[config.mk]
export PLATFORM = sky130hd
export DESIGN_NAME = pixel_sreg_serializer_flat
export DESIGN_NICKNAME = d
export VERILOG_FILES = /design/src/rtl/pixel_sreg_serializer_pkg.sv /design/src/rtl/pixel_sreg_serializer_if.sv /design/src/rtl/pixel_sreg_serializer_chain.sv /design/src/rtl/pixel_sreg_serializer.sv /design/src/flat_wrapper.sv
export SDC_FILE = /design/constraint.sdc
export NUM_CORES = 1
export LEC_CHECK = 0
export ABC_AREA = 1
export CAP_MARGIN = 25
export CORE_AREA = 5 5 83 77
export DETAILED_ROUTE_END_ITERATION = 16
export DIE_AREA = 0 0 88 82
export GPL_TIMING_DRIVEN = 1
export PLACE_DENSITY = 0.88
export SYNTH_ARGS = -nofsm -noshare
export SYNTH_HDL_FRONTEND = slang
export SYNTH_SLANG_ARGS = --single-unit
[constraint.sdc]
create_clock -name sclk -period 3.5 [get_ports sclk]
set_input_delay 0.35 -clock sclk [delete_from_list [all_inputs] [get_ports sclk]]
set_output_delay 0.35 -clock sclk [all_outputs]
set_load 0.05 [all_outputs]
[src/rtl/pixel_sreg_serializer_pkg.sv]
// Shared types and sizing helpers for the pixel readout serializer.
package sreg_pkg;

  typedef enum logic {
    IDLE  = 1'b0,
    SHIFT = 1'b1
  } state_t;

  localparam int PIXEL_W_DEF = 42;
  localparam int N_CHAIN_DEF = 2;

  // Bits carried by each parallel chain.
  function automatic int chain_w(input int pixel_w, input int n_chain);
    return pixel_w / n_chain;
  endfunction

  // Bit counter width; a single-bit chain still needs a 1-bit counter.
  function automatic int cnt_w(input int chain_bits);
    return (chain_bits > 1) ? $clog2(chain_bits) : 1;
  endfunction

endpackage

[src/rtl/pixel_sreg_serializer_if.sv]
// Pixel-word handshake and serial-lane bundle between the pixel buffer,
// the serializer and the serial link drivers.
interface pixel_sreg_serializer_if
  import sreg_pkg::*;
#(
  parameter int PIXEL_W = PIXEL_W_DEF,
  parameter int N_CHAIN = N_CHAIN_DEF
) ();

  logic               pixel_valid;
  logic               pixel_ready;
  logic [PIXEL_W-1:0] pixel_in;
  logic               shift_en;
  logic [N_CHAIN-1:0] sdata_out;
  logic               sdata_valid;
  logic               word_done;
  logic               busy;

  // Producer / link side: drives words and the shift enable.
  modport master (
    output pixel_valid, pixel_in, shift_en,
    input  pixel_ready, sdata_out, sdata_valid, word_done, busy
  );

  // Serializer side.
  modport slave (
    input  pixel_valid, pixel_in, shift_en,
    output pixel_ready, sdata_out, sdata_valid, word_done, busy
  );

endinterface

[src/rtl/pixel_sreg_serializer_chain.sv]
// One independent shift chain: parallel load, shift toward the output end,
// zero fill at the vacated end.
module sreg_chain #(
  parameter int CHAIN_W   = 21,
  parameter bit LSB_FIRST = 1'b1
) (
  input  logic               sclk,
  input  logic               rst_n,
  input  logic               load,
  input  logic               shift,
  input  logic [CHAIN_W-1:0] din,
  output logic               out_bit
);

  logic [CHAIN_W-1:0] sreg;

  // Load has priority so a back-to-back word replaces the drained one.
  // NOTE: sequential state uses non-blocking assignments so every flop
  // samples pre-edge values regardless of block evaluation order.
  always_ff @(posedge sclk or negedge rst_n) begin
    if (!rst_n) begin
      // NOTE: this is a handful of flops, not a memory array, so clearing
      // it in reset is cheap and keeps a stale partial word from escaping.
      sreg <= '0;
    end else if (load) begin
      sreg <= din;
    end else if (shift) begin
      sreg <= LSB_FIRST ? (sreg >> 1) : (sreg << 1);
    end
  end

  generate
    if (LSB_FIRST) begin : g_lsb
      assign out_bit = sreg[0];
    end else begin : g_msb
      assign out_bit = sreg[CHAIN_W-1];
    end
  endgenerate

endmodule

[src/rtl/pixel_sreg_serializer.sv]
// Multi-chain pixel readout serializer: accepts a pixel word over a
// valid/ready handshake and shifts N_CHAIN slices out in parallel.
module pixel_sreg_serializer
  import sreg_pkg::*;
#(
  parameter int PIXEL_W   = PIXEL_W_DEF,
  parameter int N_CHAIN   = N_CHAIN_DEF,
  parameter bit LSB_FIRST = 1'b1
) (
  input  logic                    sclk,
  input  logic                    rst_n,
  pixel_sreg_serializer_if.slave  bus
);

  localparam int CHAIN_W = chain_w(PIXEL_W, N_CHAIN);
  localparam int CNT_W   = cnt_w(CHAIN_W);
  localparam logic [CNT_W-1:0] LAST_CNT = CNT_W'(CHAIN_W - 1);

  generate
    if (PIXEL_W % N_CHAIN != 0) begin : g_bad_width
      $error("pixel_sreg_serializer: PIXEL_W must be divisible by N_CHAIN");
    end
  endgenerate

  state_t             state;
  logic [CNT_W-1:0]   cnt;
  logic [N_CHAIN-1:0] chain_bits;
  logic               do_shift;
  logic               last_shift;
  logic               accept;

  // A new word is taken when idle, or on the final shift of the current
  // word so consecutive words stream without a bubble.
  assign do_shift        = (state == SHIFT) && bus.shift_en;
  assign last_shift      = do_shift && (cnt == LAST_CNT);
  assign bus.pixel_ready = (state == IDLE) || last_shift;
  assign accept          = bus.pixel_valid && bus.pixel_ready;
  assign bus.busy        = (state == SHIFT);

  generate
    for (genvar k = 0; k < N_CHAIN; k++) begin : g_chain
      sreg_chain #(
        .CHAIN_W   (CHAIN_W),
        .LSB_FIRST (LSB_FIRST)
      ) u_chain (
        .sclk    (sclk),
        .rst_n   (rst_n),
        .load    (accept),
        .shift   (do_shift),
        .din     (bus.pixel_in[k*CHAIN_W +: CHAIN_W]),
        .out_bit (chain_bits[k])
      );
    end
  endgenerate

  // Framing FSM: bit counter, registered lane outputs and word_done pulse.
  always_ff @(posedge sclk or negedge rst_n) begin
    if (!rst_n) begin
      state           <= IDLE;
      cnt             <= '0;
      bus.sdata_out   <= '0;
      bus.sdata_valid <= 1'b0;
      bus.word_done   <= 1'b0;
    end else begin
      bus.sdata_valid <= 1'b0;
      bus.word_done   <= 1'b0;
      case (state)
        IDLE: begin
          if (accept) begin
            state <= SHIFT;
            cnt   <= '0;
          end
        end
        SHIFT: begin
          if (bus.shift_en) begin
            bus.sdata_out   <= chain_bits;
            bus.sdata_valid <= 1'b1;
            if (cnt == LAST_CNT) begin
              bus.word_done <= 1'b1;
              cnt           <= '0;
              if (!bus.pixel_valid) begin
                state <= IDLE;
              end
            end else begin
              cnt <= cnt + 1'b1;
            end
          end
        end
        default: begin
          state <= IDLE;
          cnt   <= '0;
        end
      endcase
    end
  end

endmodule

[src/flat_wrapper.sv]
// flat-port wrapper written by rule: the top's interface ports become plain ports
module pixel_sreg_serializer_flat import sreg_pkg::*;
#(
  parameter int PIXEL_W   = PIXEL_W_DEF,
  parameter int N_CHAIN   = N_CHAIN_DEF,
  parameter bit LSB_FIRST = 1'b1
)
  (sclk, rst_n, bus_pixel_valid, bus_pixel_in, bus_shift_en, bus_pixel_ready, bus_sdata_out, bus_sdata_valid, bus_word_done, bus_busy);
  pixel_sreg_serializer_if #(.PIXEL_W(PIXEL_W), .N_CHAIN(N_CHAIN)) bus_i ();
  input  logic sclk;
  input  logic rst_n;
  input wire logic [$bits(bus_i.pixel_valid)-1:0] bus_pixel_valid;
  input wire logic [$bits(bus_i.pixel_in)-1:0] bus_pixel_in;
  input wire logic [$bits(bus_i.shift_en)-1:0] bus_shift_en;
  output wire logic [$bits(bus_i.pixel_ready)-1:0] bus_pixel_ready;
  output wire logic [$bits(bus_i.sdata_out)-1:0] bus_sdata_out;
  output wire logic [$bits(bus_i.sdata_valid)-1:0] bus_sdata_valid;
  output wire logic [$bits(bus_i.word_done)-1:0] bus_word_done;
  output wire logic [$bits(bus_i.busy)-1:0] bus_busy;
  assign bus_i.pixel_valid = bus_pixel_valid;
  assign bus_i.pixel_in = bus_pixel_in;
  assign bus_i.shift_en = bus_shift_en;
  assign bus_pixel_ready = bus_i.pixel_ready;
  assign bus_sdata_out = bus_i.sdata_out;
  assign bus_sdata_valid = bus_i.sdata_valid;
  assign bus_word_done = bus_i.word_done;
  assign bus_busy = bus_i.busy;
  pixel_sreg_serializer #(.PIXEL_W(PIXEL_W), .N_CHAIN(N_CHAIN), .LSB_FIRST(LSB_FIRST)) u_core (.sclk(sclk), .rst_n(rst_n), .bus(bus_i));
endmodule
# == Word-level counts from Yosys, hierarchy flattened ==
# Cells that the tools add are included.
# classes
addsub,1
eq_ne,3
muxes,18
n_bitwise,1
reduce_logical,7
# ops
op,count
2-to-1 mux 21 bit,4
2-to-1 mux 5 bit,3
one-hot mux 5 bit (2 select lines),1
2-to-1 mux 1 bit,9
adder 5 x 1 -> 5 bit (second input constant),1
== test 5 bit (second input constant),1
AND reduction 2 bit,2
logical AND 1 bit,3
!= test 2 x 1 -> 1 bit (second input constant),1
!= test 2 bit (second input constant),1
one-hot mux 1 bit (2 select lines),1
nonzero test 2 bit,1
logical OR 1 bit,1
inverter 1 bit,1
# totals
regBits,52
in_bits,46
out_inout_bits,6
elab_cells,37

# == Longest topological paths before layout ==
# Gate-level depths: netlist of run 1.
# depth
depth_word,6
ltp_mapped,11
depth_no_buf,10

# == Cells and area by module ==
# Synthesis of run 1 repeated with hierarchy kept, for this count alone.
# hier_totals
hier_cells,287
area_unflattened_um2,2411.1
# by_module_without_submodules
mod,instances,cells_per_inst,area_each_um2,seq_area_each_um2
sreg_chain,2,114,942.2,525.5
pixel_sreg_serializer,1,59,526.8,250.2

# == Worst setup path before layout of run 1 ==
# No wires, ideal clock.
# synth_timing
path_kind,register -> register
start,"register u_core.state, in the netlist u_core.bus.busy"
end,register u_core.g_chain[0].u_chain.sreg[0]
setup_time_ns,0.118
arrival_time_ns,1.431
required_ns,3.382
setup_slack_ns,1.951
path_stages_with_launch,7
n_path_buf,1
period_less_slack_ns,1.549
path_cell_list,dfrtp_1 > nand2_2 > o21ai_4 > inv_6 > buf_6 > nand2_1 > nand2_1
# synth_between
elab_chain_cells,5
word_cells_on_any_way,7
classes_between,mux (1); bitwise (1); reduce/logical (5)
# synth_rtl
item,line_no,source
from (decl),pixel_sreg_serializer.sv:25,state_t state;
from (signal assigned),pixel_sreg_serializer.sv:59,state <= IDLE;
from (signal assigned),pixel_sreg_serializer.sv:70,state <= SHIFT;
from (signal assigned),pixel_sreg_serializer.sv:82,state <= IDLE;
logical AND 1 bit,pixel_sreg_serializer.sv:34,assign do_shift = (state == SHIFT) && bus.shift_en;
logical AND 1 bit,pixel_sreg_serializer.sv:35,assign last_shift = do_shift && (cnt == LAST_CNT);
logical OR 1 bit,pixel_sreg_serializer.sv:36,assign bus.pixel_ready = (state == IDLE) || last_shift;
logical AND 1 bit,pixel_sreg_serializer.sv:37,assign accept = bus.pixel_valid && bus.pixel_ready;
2-to-1 mux 21 bit or nonzero test 2 bit (tied branches),n/a,
to (signal assigned),pixel_sreg_serializer_chain.sv:26,sreg <= din;
to (signal assigned),pixel_sreg_serializer_chain.sv:28,sreg <= LSB_FIRST ? (sreg >> 1) : (sreg << 1);
to (decl),pixel_sreg_serializer_chain.sv:15,logic [CHAIN_W-1:0] sreg;
# Parallel ways exist; a longest one is shown, timed or not.
# A chain may end at the register's enable or synchronous reset.

# == Final worst setup path of run 1 ==
# layout_timing
start,register u_core.cnt[0]
end,output port bus_pixel_ready
# layout_between
elab_chain_cells,3
# layout_rtl
item,line_no,source
from (decl),pixel_sreg_serializer.sv:26,logic [CNT_W-1:0] cnt;
from (signal assigned),pixel_sreg_serializer.sv:85,cnt <= cnt + 1'b1;
== test 5 bit,pixel_sreg_serializer.sv:35,
logical AND 1 bit,pixel_sreg_serializer.sv:35,
logical OR 1 bit,pixel_sreg_serializer.sv:36,
to (decl),flat_wrapper.sv:15,output wire logic [$bits(bus_i.pixel_ready)-1:0] bus_pixel_ready;
# No other way between the ends.

==> reports/qor_table.md, run 1 <==
| Parameter | Reported | Unit |
|---|---|---|
| Status | finished clean | - |
| Maximum number of pins on one net before global-route repair | 45 | - |
| Smallest hold slack | 0.112 | ns |
| Cells traversed along the worst timing path | inv_1 > ha_1 > nand2_1 > inv_1 > nand3_2 > nand2_4 > clkdlybuf4s50_1 | - |
| Critical path buffer and inverter count | 3 | - |
| TritonCTS clock tree | built | - |
| Max Fanout on Critical Path | 5 | - |
| Summed instance area of the synthesized netlist | 0.00291 | mm² |
| Total number of yosys warnings | 0 | - |
| Total iterations of the first detailed-routing run | 4 | - |
| Via count | 2,474 | - |
| P per Cell Area | 578 | mW/mm² |
| Number of global-route vias before repair | 2,324 | - |
| Reg2Reg Capture Point | u_core.g_chain[0].u_chain.sreg[18]$_DFFE_PN0P_ | - |
| Starting utilization of the core area | 52.9 | % |
| Final Hold Viols | 0 | - |
| CP Data Arrival Time | 2.04 | ns |
| FF-to-FF Start | u_core.cnt[0]$_DFFE_PN0P_ | - |
| Buffer count from post-CTS setup fixing | 0 | - |
| Cell family with most CP delay | buffers and inverters | - |
| Filler Cell Count | 517 | - |
| Worst slew margin relative to its limit | 49.4 | % |
| Cell at the root of the clock tree | sky130_fd_sc_hd__clkbuf_8 | - |
| Maximum root-to-sink buffer count | 2 | - |
| H-Tree Depth | 2 | - |
| Logic depth of the worst register-to-register path | 11 | - |
| Summed area of non-filler cells in the final layout | 0.00344 | mm² |
| Top cells by area in the synthesized netlist | sky130_fd_sc_hd__dfrtp_1, sky130_fd_sc_hd__nand2_1, sky130_fd_sc_hd__nand3_1 | - |
| Wire length after detailed routing | 5880 | µm |
| RSZ-0062 raised after global routing | no | - |
| Finished Layout Cells | 512 | - |
| Register-to-register path setup slack | 1.43 | ns |
| Antenna Nets Post-Route | 0 | - |
| Die Footprint | 0.00722 | mm² |
| Top-level I/O count | 52 | - |
| Maximum frequency from static timing analysis | 418 | MHz |
| Post-Syn Instances | 400 | - |
| Max-slew violations | 0 | - |
| Initial antenna violation count | 0 | - |
| # diodes | 0 | - |
| Hold crit path type | in -> async | - |
| Area of placed instances | 0.00335 | mm² |
| # hold bufs at CTS | 0 | - |
| Number of clock sinks | 52 | - |
| Accumulated negative setup slack | 0 | ns |
| Number of input and output port buffers inserted | 51 | - |
| Cell row count | 26 | - |
| Growth of design area from synthesis to finish | 18.3 | % |
| Remaining design rule violation count | 0 | - |
| Layout cell share with drive strength beyond 1 | 4.75 | % |
| Inst Count DP | 504 | - |
| Global route total overflow | 0 | - |
| Reg clk slew, reported paths | 0.09 | ns |
| Final cycle utilization of the critical path | 68.4 | % |
| Post-CTS Resized | 0 | - |
| Global-route usage over all layers | 17.4 | % |
| Crit path top cell by count | sky130_fd_sc_hd__inv_1 | - |
| Worst ir drop on vdd | 277 | µV |
| Count of state elements after synthesis | 52 | - |
| Post-detailed-placement half-perimeter wirelength | 4030 | µm |
| Multi-input gate area in the final layout | 0.00108 | mm² |
| First-pass GRT wire length | 9980 | µm |
| Cell at the slowest stage of the critical path | sky130_fd_sc_hd__clkdlybuf4s50_1 | - |
| Overall die height | 82 | µm |
| Total number of nets in the final design | 489 | - |
| Final Skew | 0.00748 | ns |
| Clock latency on the worst-skew pair | 0.30 | ns |
| Global placement routability congestion | 0.726 | - |
| Via-to-Cell Ratio | 4.83 | - |
| Utilization after layout | 62.6 | % |
| Fraction of synthesized cell area taken by the top area cell type | 44.8 | % |
| Worst-margin pin slew | 0.759 | ns |
| Max incr delay on CP | 0.80 | ns |
| Width of the chip | 88 | µm |
| Unique masters post-synth | 20 | - |
| Number of buffers created by CTS | 5 | - |
| Max-capacitance violation count | 0 | - |
| Post-synth net total | 448 | - |
| Per-instance average area after synthesis | 7.27 | µm² |
| Shortest period the worst path allows | 2.39 | ns |
| Element type at the critical path start | flop | - |
| Drt initial violations | 192 | - |
| Setup-violating endpoint count in the final report | 0 | - |
| Critical Setup Path Class | reg -> out | - |
| Library cell occupying the most area in the post-synthesis netlist | sky130_fd_sc_hd__dfrtp_1 | - |
| Area of the core region | 0.00550 | mm² |
| DR WL/cell | 11.5 | µm |
| Data required time of the worst path | 3.15 | ns |
| Leakage power | 1.99 | nW |
| Area of all sequential standard cells | 0.00130 | mm² |
| Sequential share of the synthesized area | 44.8 | % |
| Nature of the critical path endpoint | primary output | - |
synth_stat cells, drive strengths merged:
cell type,number
a21o,1
a21oi,1
buf,17
clkbuf,4
dfrtp,52
ha,2
inv,88
nand2,138
nand3,86
nor2,2
o21ai,7
xor2,2
state kept, by name, indices dropped and copies added, names as in the netlist:
name                         cells
u_core.g_chain.u_chain.sreg     42
u_core.cnt                       5
u_core.bus.sdata_out             2
u_core.bus.busy                  1
u_core.bus.sdata_valid           1
u_core.bus.word_done             1
cell usage in the layout (no fill, tap or decap), drive strengths merged:
cell type      instances
clkbuf                 8
nand3                 86
ha                     2
nor2                   2
buf                    6
clkdlybuf4s50         49
a21o                   1
dfrtp                 52
inv                   88
a21oi                  1
nand2                138
o21ai                  7
xor2                   2
how the worst max path moves through the flow:
stage,slack [ns],cells after the start,start,to
final,1.11,7,u_core.cnt[0]$_DFFE_PN0P_,bus_pixel_ready
after global routing,0.98,7,u_core.cnt[1]$_DFFE_PN0P_,bus_pixel_ready
after CTS,1.08,7,u_core.cnt[1]$_DFFE_PN0P_,bus_pixel_ready
after detailed placement,1.31,4,bus_shift_en,bus_pixel_ready
after global placement,1.30,4,bus_shift_en,bus_pixel_ready
after floorplan,1.95,6,u_core.bus.busy$_DFF_PN0_,u_core.g_chain[0].u_chain.sreg[0]$_DFFE_PN0P_
stage by stage:
step | power (mW) | worst slack [ns]
finish | 1.99 | 1.11
global route | 2.15 | 0.984
global placement | 1.60 | 1.30
detailed placement | 1.65 | 1.31
CTS | 2.00 | 1.08
floorplan | 1.47 | 1.95
power by group:
| group | switching [mW] | internal (mW) |
|---|---|---|
| clock | 0.184 | 0.162 |
| combinational | 0.389 | 0.277 |
| sequential | 0.147 | 0.830 |
logic make-up (layout without fill, tap and decap cells):
kind of cell	count (synthesis)	in the layout	share of synthesized area [%]
adders and majority gates	2	2	0.861
and+or+nand+nor	226	226	33.7
xor gates and xnor gates	2	2	0.603
buffers and inverters	109	151	18.0
DFF	52	52	44.8
AOI/OAI and AO/OA	9	9	2.02
per-layer routing:
metal,GRT usage [%],up-vias,part of all wire (%)
li1,-,1274,-
met1,21.8,1122,44
met2,30.2,67,49
met3,4.21,11,5.7
met4,4.60,0,1.4
met5,0,-,0
layout make-up:
class / count / area share (%)
Tap cell: 70 / 2.55
Sequential cell: 52 / 37.8
Inverter: 88 / 9.75
Timing Repair Buffer: 55 / 15.8
Clock buffer: 8 / 2.62
Multi-Input combinational cell: 239 / 31.5
Power figures use the tool's default switching activity.
==> run 2, diff against run 1 <==
--- a/config.mk
+++ b/config.mk
@@ -7,11 +7,11 @@
 export LEC_CHECK = 0
 export ABC_AREA = 1
 export CAP_MARGIN = 25
-export CORE_AREA = 5 5 83 77
+export CORE_AREA = 5 5 89 82
 export DETAILED_ROUTE_END_ITERATION = 16
-export DIE_AREA = 0 0 88 82
+export DIE_AREA = 0 0 94 87
 export GPL_TIMING_DRIVEN = 1
-export PLACE_DENSITY = 0.88
+export PLACE_DENSITY = 0.81
 export SYNTH_ARGS = -nofsm -noshare
 export SYNTH_HDL_FRONTEND = slang
 export SYNTH_SLANG_ARGS = --single-unit
==> constraint.sdc (replaced) <==
create_clock -name sclk -period 2.1 [get_ports sclk]
set_input_delay 0.21 -clock sclk [delete_from_list [all_inputs] [get_ports sclk]]
set_output_delay 0.21 -clock sclk [all_outputs]
set_load 0.05 [all_outputs]
==> run 2 against run 1 <==
Effect of this change:
- die area is 13% higher
- register-to-register slack lost 1.0 ns
- flip-flop and latch count unchanged
- global-route usage is 1.2 points lower
- combinational power rose by 71%
- hold slack better by 0.045 ns
- first-iteration DRC count down 41%
- sequential power increased by 66%
- highest routed layer unchanged
==> reports/qor_table.md, run 2 (synthesized netlist as in run 1, its figures left out) <==
| Parameter | Reported | Unit |
|---|---|---|
| Number of flip-flops under the largest register name | 42 | - |
| Setup-violating endpoint count in the final report | 0 | - |
| Maximum number of pins on one net before global-route repair | 45 | - |
| Data required time of the worst path | 1.89 | ns |
| Worst-margin pin slew | 0.566 | ns |
| Cell row count | 28 | - |
| DR WL/cell | 11.3 | µm |
| Number of input and output port buffers inserted | 51 | - |
| Worst slew margin relative to its limit | 62.3 | % |
| Busiest layer in global routing | met2 | - |
| Via count | 2,481 | - |
| Maximum root-to-sink buffer count | 2 | - |
| # diodes | 0 | - |
| RSZ-0062 raised after global routing | no | - |
| Maximum frequency from static timing analysis | 528 | MHz |
| Final Skew | 0.00807 | ns |
| Total iterations of the first detailed-routing run | 4 | - |
| Cells traversed along the worst timing path | clkdlybuf4s50_1 | - |
| Met3 capacity usage during global routing | 3.28 | % |
| Registers with the most flip-flops | u_core.g_chain.u_chain.sreg x42, u_core.cnt x5, u_core.bus.sdata_out x2 | - |
| Reg clk slew, reported paths | 0.09 | ns |
| Commonest non-fill, non-tap cells in the layout | sky130_fd_sc_hd__nand2_1, sky130_fd_sc_hd__inv_1, sky130_fd_sc_hd__nand3_1, sky130_fd_sc_hd__dfrtp_1, sky130_fd_sc_hd__clkdlybuf4s50_1 | - |
| Accumulated negative setup slack | 0 | ns |
| Starting utilization of the core area | 45.6 | % |
| Wire length after detailed routing | 6040 | µm |
| Layout cell share with drive strength beyond 1 | 5.18 | % |
| Initial antenna violation count | 0 | - |
| Worst ir drop on vdd | 320 | µV |
| Status | finished clean | - |
| Width of the chip | 94 | µm |
| Setup WS pre-CTS | 0.434 | ns |
| Cell at the slowest stage of the critical path | sky130_fd_sc_hd__clkdlybuf4s50_1 | - |
| Shortest period the worst path allows | 1.89 | ns |
| Max Fanout on Critical Path | 5 | - |
| First-pass GRT wire length | 10,800 | µm |
| Die Footprint | 0.00818 | mm² |
| Via-to-Cell Ratio | 4.65 | - |
| Cell family with most CP delay | buffers and inverters | - |
| Global-route met2 utilization | 27.9 | % |
| Remaining design rule violation count | 0 | - |
| CP Data Arrival Time | 1.68 | ns |
| Drt initial violations | 113 | - |
| Number of global-route vias before repair | 2,570 | - |
| Max-slew violations | 0 | - |
| Max-capacitance violation count | 0 | - |
| Critical Setup Path Class | reg -> out | - |
| Post-CTS Resized | 0 | - |
| Area of all sequential standard cells | 0.00130 | mm² |
| Utilization after layout | 55.0 | % |
| Number of clock sinks | 52 | - |
| Element type at the critical path start | flop | - |
| P per Cell Area | 952 | mW/mm² |
| TritonCTS clock tree | built | - |
| GR met1 Demand/Resource | 20.3 | % |
| Register-to-register path setup slack | 0.42 | ns |
| Leakage power | 2.01 | nW |
| Fin worst setup slack | 0.206 | ns |
| Antenna Nets Post-Route | 0 | - |
| Filler Cell Count | 619 | - |
| Top-level I/O count | 52 | - |
| Total number of nets in the final design | 491 | - |
| Final Hold Viols | 0 | - |
| Global placement routability congestion | 0.831 | - |
| Multi-input gate area in the final layout | 0.00108 | mm² |
| Growth of design area from synthesis to finish | 20.6 | % |
| Final cycle utilization of the critical path | 90.2 | % |
| Number of buffers created by CTS | 5 | - |
| Global-route usage over all layers | 16.3 | % |
| H-Tree Depth | 2 | - |
| Smallest hold slack | 0.157 | ns |
| Nature of the critical path endpoint | primary output | - |
| Cell at the root of the clock tree | sky130_fd_sc_hd__clkbuf_8 | - |
| Critical path buffer and inverter count | 1 | - |
| Clock latency on the worst-skew pair | 0.30 | ns |
| Area of the core region | 0.00638 | mm² |
| Global route total overflow | 0 | - |
| Commonest non-fill, non-tap cell in the layout | sky130_fd_sc_hd__nand2_1 | - |
| Post-detailed-placement half-perimeter wirelength | 4230 | µm |
| Max incr delay on CP | 0.87 | ns |
| Hold crit path type | in -> reg | - |
| Overall die height | 87 | µm |
| Top register by number of flip-flops | u_core.g_chain.u_chain.sreg | - |
-- run 2: cell types whose count changed in the layout (fill, tap and decap cells not counted), sizes merged --
| cell | previous run | this run |
|---|---|---|
| clkdlybuf4s50 | 49 | 48 |
| dlygate4sd3 | 0 | 1 |
| buf | 6 | 8 |
-- run 2: what timing repair did --
| action | CTS | global route |
|---|---|---|
| endpoints found under the hold margin | 23 | 0 |
| buffers inserted | 0 | 0 |
| hold buffers | 1 | 0 |
-- run 2: layout make-up --
cell class	count	share of cell area, %
repair buffers	57	16.6
inverters	88	9.57
well taps	90	3.21
multi-input cells	239	30.9
clock buffers	8	2.57
flip-flops and latches	52	37.1
-- run 2: worst paths after layout --
| kind | to | cells after the start | from |
|---|---|---|---|
| worst max-delay path | bus_busy | 1 | u_core.bus.busy$_DFF_PN0_ |
| worst min-delay path | u_core.bus.busy$_DFF_PN0_ | 3 | bus_pixel_valid |
| worst max register to register | u_core.g_chain[1].u_chain.sreg[19]$_DFFE_PN0P_ | 10 | u_core.cnt[0]$_DFFE_PN0P_ |
| worst min register to register | u_core.g_chain[0].u_chain.sreg[1]$_DFFE_PN0P_ | 2 | u_core.g_chain[0].u_chain.sreg[1]$_DFFE_PN0P_ |
| max in group asynchronous | u_core.g_chain[0].u_chain.sreg[0]$_DFFE_PN0P_ | 3 | rst_n |
| min in group asynchronous | u_core.g_chain[1].u_chain.sreg[2]$_DFFE_PN0P_ | 2 | rst_n |
-- run 2: through the flow --
step	instance area [µm²]	cells	total power [mW]
after floorplan	2910	400	2.45
after global placement	3400	525	2.70
after detailed placement	3400	525	2.78
after CTS	3500	534	3.37
after global routing	3500	534	3.64
final	3500	534	3.33
-- run 2: power breakdown --
group          internal, mW  leakage [nW]  total (mW)  switching, mW
Combinational         0.474          1.27        1.14          0.661
Sequential             1.38         0.698        1.62          0.238
Clock                 0.269        0.0455       0.577          0.308
-- run 2: routing by layer --
layer	part of all wire [%]	up-vias	wire, µm
met3	5.4	11	329
met1	44	1128	2660
met5	0	-	0
met4	1.8	0	108
li1	-	1278	-
met2	49	64	2940
==> run 3, diff against run 2 <==
--- a/config.mk
+++ b/config.mk
@@ -6,12 +6,14 @@
 export NUM_CORES = 1
 export LEC_CHECK = 0
 export ABC_AREA = 1
+export ABC_CLOCK_PERIOD_IN_PS = 2100
 export CAP_MARGIN = 25
 export CORE_AREA = 5 5 89 82
 export DETAILED_ROUTE_END_ITERATION = 16
 export DIE_AREA = 0 0 94 87
 export GPL_TIMING_DRIVEN = 1
 export PLACE_DENSITY = 0.81
+export SETUP_SLACK_MARGIN = 0.2
 export SYNTH_ARGS = -nofsm -noshare
 export SYNTH_HDL_FRONTEND = slang
 export SYNTH_SLANG_ARGS = --single-unit
==> run 3 against run 2 <==
Effect of this change:
- hold slack worse by 0.00068 ns
- cell count is 0.19% higher
- critical path type unchanged
- register-to-register slack worse by 0.04 ns
- critical endpoint is now bus_pixel_ready
- largest cell class unchanged
==> reports/qor_table.md, run 3 (synthesized netlist as in run 1, its figures left out) <==
| Parameter | Reported | Unit |
|---|---|---|
| Antenna Nets Post-Route | 0 | - |
| Data required time of the worst path | 1.89 | ns |
| Post-detailed-placement half-perimeter wirelength | 4230 | µm |
| Initial antenna violation count | 0 | - |
| Power share of the combinational group | 34.4 | % |
| Area of placed instances | 0.00340 | mm² |
| Via count | 2,517 | - |
| Sequential group share of total power | 48.2 | % |
| Status | finished clean | - |
| Overall die height | 87 | µm |
| Commonest non-fill, non-tap cells in the layout | sky130_fd_sc_hd__nand2_1, sky130_fd_sc_hd__inv_1, sky130_fd_sc_hd__nand3_1, sky130_fd_sc_hd__dfrtp_1, sky130_fd_sc_hd__clkdlybuf4s50_1 | - |
| Growth of design area from synthesis to finish | 21.5 | % |
| Layout cell share with drive strength beyond 1 | 5.39 | % |
| RSZ-0062 raised after global routing | yes | - |
| CP Data Arrival Time | 1.64 | ns |
| Maximum number of pins on one net before global-route repair | 45 | - |
| Worst ir drop on vdd | 322 | µV |
| Number of input and output port buffers inserted | 51 | - |
| Finished Layout Cells | 535 | - |
| H-Tree Depth | 2 | - |
| Cell row count | 28 | - |
| Global-route usage over all layers | 16.3 | % |
| Number of clock sinks | 52 | - |
| Accumulated negative setup slack | 0 | ns |
| Top-level I/O count | 52 | - |
| Shortest period the worst path allows | 1.85 | ns |
| Global route total overflow | 0 | - |
| Net switching power figure | 1.23 | mW |
| Total number of nets in the final design | 492 | - |
| Max-capacitance violation count | 0 | - |
| Power share of the clock group | 17.3 | % |
| Maximum frequency from static timing analysis | 541 | MHz |
| Remaining design rule violation count | 0 | - |
| # diodes | 0 | - |
| DR WL/cell | 11.9 | µm |
| Leakage power | 2.02 | nW |
| Maximum root-to-sink buffer count | 2 | - |
| Inst Count DP | 525 | - |
| Nature of the critical path endpoint | primary output | - |
| Max-slew violations | 0 | - |
| Sw Ratio | 36.4 | % |
| Summed area of non-filler cells in the final layout | 0.00353 | mm² |
| Width of the chip | 94 | µm |
| TritonCTS clock tree | built | - |
| Worst-margin pin slew | 0.566 | ns |
| Area of the core region | 0.00638 | mm² |
| Global placement routability congestion | 0.831 | - |
| P per Cell Area | 952 | mW/mm² |
| Final cycle utilization of the critical path | 88.1 | % |
| Final Hold Viols | 0 | - |
| Die Footprint | 0.00818 | mm² |
| P_int | 2.14 | mW |
| Final Skew | 0.0120 | ns |
| Clock latency on the worst-skew pair | 0.31 | ns |
| Commonest non-fill, non-tap cell in the layout | sky130_fd_sc_hd__nand2_1 | - |
| Top register by number of flip-flops | u_core.g_chain.u_chain.sreg | - |
| Reg clk slew, reported paths | 0.10 | ns |
| Wire length after detailed routing | 6360 | µm |
| Max Fanout on Critical Path | 22 | - |
| Drt initial violations | 126 | - |
| Number of buffers created by CTS | 5 | - |
| First-pass GRT wire length | 10,800 | µm |
| Worst slew margin relative to its limit | 62.2 | % |
| Via-to-Cell Ratio | 4.70 | - |
| Starting utilization of the core area | 45.6 | % |
| Setup-violating endpoint count in the final report | 0 | - |
| Hold crit path type | in -> reg | - |
| Critical Setup Path Class | reg -> out | - |
| Total iterations of the first detailed-routing run | 5 | - |
| Element type at the critical path start | flop | - |
| Number of global-route vias before repair | 2,570 | - |
| Number of flip-flops under the largest register name | 42 | - |
| Cell at the root of the clock tree | sky130_fd_sc_hd__clkbuf_8 | - |
| Registers with the most flip-flops | u_core.g_chain.u_chain.sreg x42, u_core.cnt x5, u_core.bus.sdata_out x2 | - |
| Buffer count from post-CTS setup fixing | 0 | - |
==> run 3: changes by cell type in the layout (fill, tap and decap cells not counted), sizes merged <==
cell / before / now
clkbuf: 8 / 9
clkdlybuf4s50: 48 / 47
dlymetal6s2s: 0 / 1
==> run 3: final cells by class <==
| type | instances | area (µm²) |
|---|---|---|
| Tap cell | 90 | 113 |
| Timing Repair Buffer | 58 | 611 |
| Fill cell | 610 | 2840 |
| Sequential cell | 52 | 1300 |
| Inverter | 88 | 335 |
| Clock buffer | 8 | 90.1 |
| Multi-Input combinational cell | 239 | 1080 |
==> run 3: power by group through the flow <==
stage,Combinational [mW],Sequential (mW),Clock (mW)
2_1_floorplan,0.794,1.65,0
3_3_place_gp,1.08,1.62,0
3_5_place_dp,1.14,1.64,0
4_1_cts,1.15,1.62,0.593
5_1_grt,1.34,1.68,0.641
6_report,1.16,1.62,0.584
==> run 3: through the flow <==
step	worst slack, ns	util (%)	hold WS, ns	total power [mW]
finish	0.251	55.4	0.156	3.36
global route	0.157	55.4	0.159	3.66
detailed placement	0.434	53.4	0.233	2.78
global placement	0.479	53.4	0.228	2.70
floorplan	0.551	-	-0.0856	2.45
CTS	0.202	55.0	0.158	3.37
==> run 3: routing by layer <==
| metal | routed length (µm) | track usage, % | up-vias | share of wire (%) |
|---|---|---|---|---|
| li1 | - | - | 1279 | - |
| met1 | 2870 | 20.3 | 1149 | 45 |
| met2 | 3030 | 27.9 | 80 | 48 |
| met3 | 370 | 3.28 | 9 | 5.8 |
| met4 | 90 | 5.91 | 0 | 1.4 |
| met5 | 0 | 0 | - | 0 |
==> run 3: worst max-delay path, stage by stage, from the launching register on <==
cell and delay, ns:
sky130_fd_sc_hd__dfrtp_1 0.43, sky130_fd_sc_hd__inv_1 0.08, sky130_fd_sc_hd__ha_1 0.14, sky130_fd_sc_hd__nand2_1 0.05, sky130_fd_sc_hd__inv_1 0.08, sky130_fd_sc_hd__nand3_2 0.09
sky130_fd_sc_hd__nand2_4 0.12, sky130_fd_sc_hd__buf_12 0.18, sky130_fd_sc_hd__buf_12 0.15
==> run 3: timing repair <==
action	in CTS	in global routing
resized for setup	0	1
endpoints found under the hold margin	23	0
hold buffers	1	0
endpoints found under the setup margin	0	2
==> run 3: worst paths after layout <==
path | slack [ns] | endpoint | cells past startpoint | startpoint
worst min-delay path | 0.16 | u_core.bus.busy$_DFF_PN0_ | 3 | bus_pixel_valid
min in group asynchronous | 0.42 | u_core.cnt[3]$_DFFE_PN0P_ | 2 | rst_n
worst max register to register | 0.38 | u_core.g_chain[1].u_chain.sreg[19]$_DFFE_PN0P_ | 10 | u_core.cnt[0]$_DFFE_PN0P_
max in group asynchronous | 1.12 | u_core.g_chain[0].u_chain.sreg[6]$_DFFE_PN0P_ | 3 | rst_n
worst max-delay path | 0.25 | bus_pixel_ready | 8 | u_core.cnt[0]$_DFFE_PN0P_
worst min register to register | 0.49 | u_core.g_chain[0].u_chain.sreg[1]$_DFFE_PN0P_ | 2 | u_core.g_chain[0].u_chain.sreg[1]$_DFFE_PN0P_
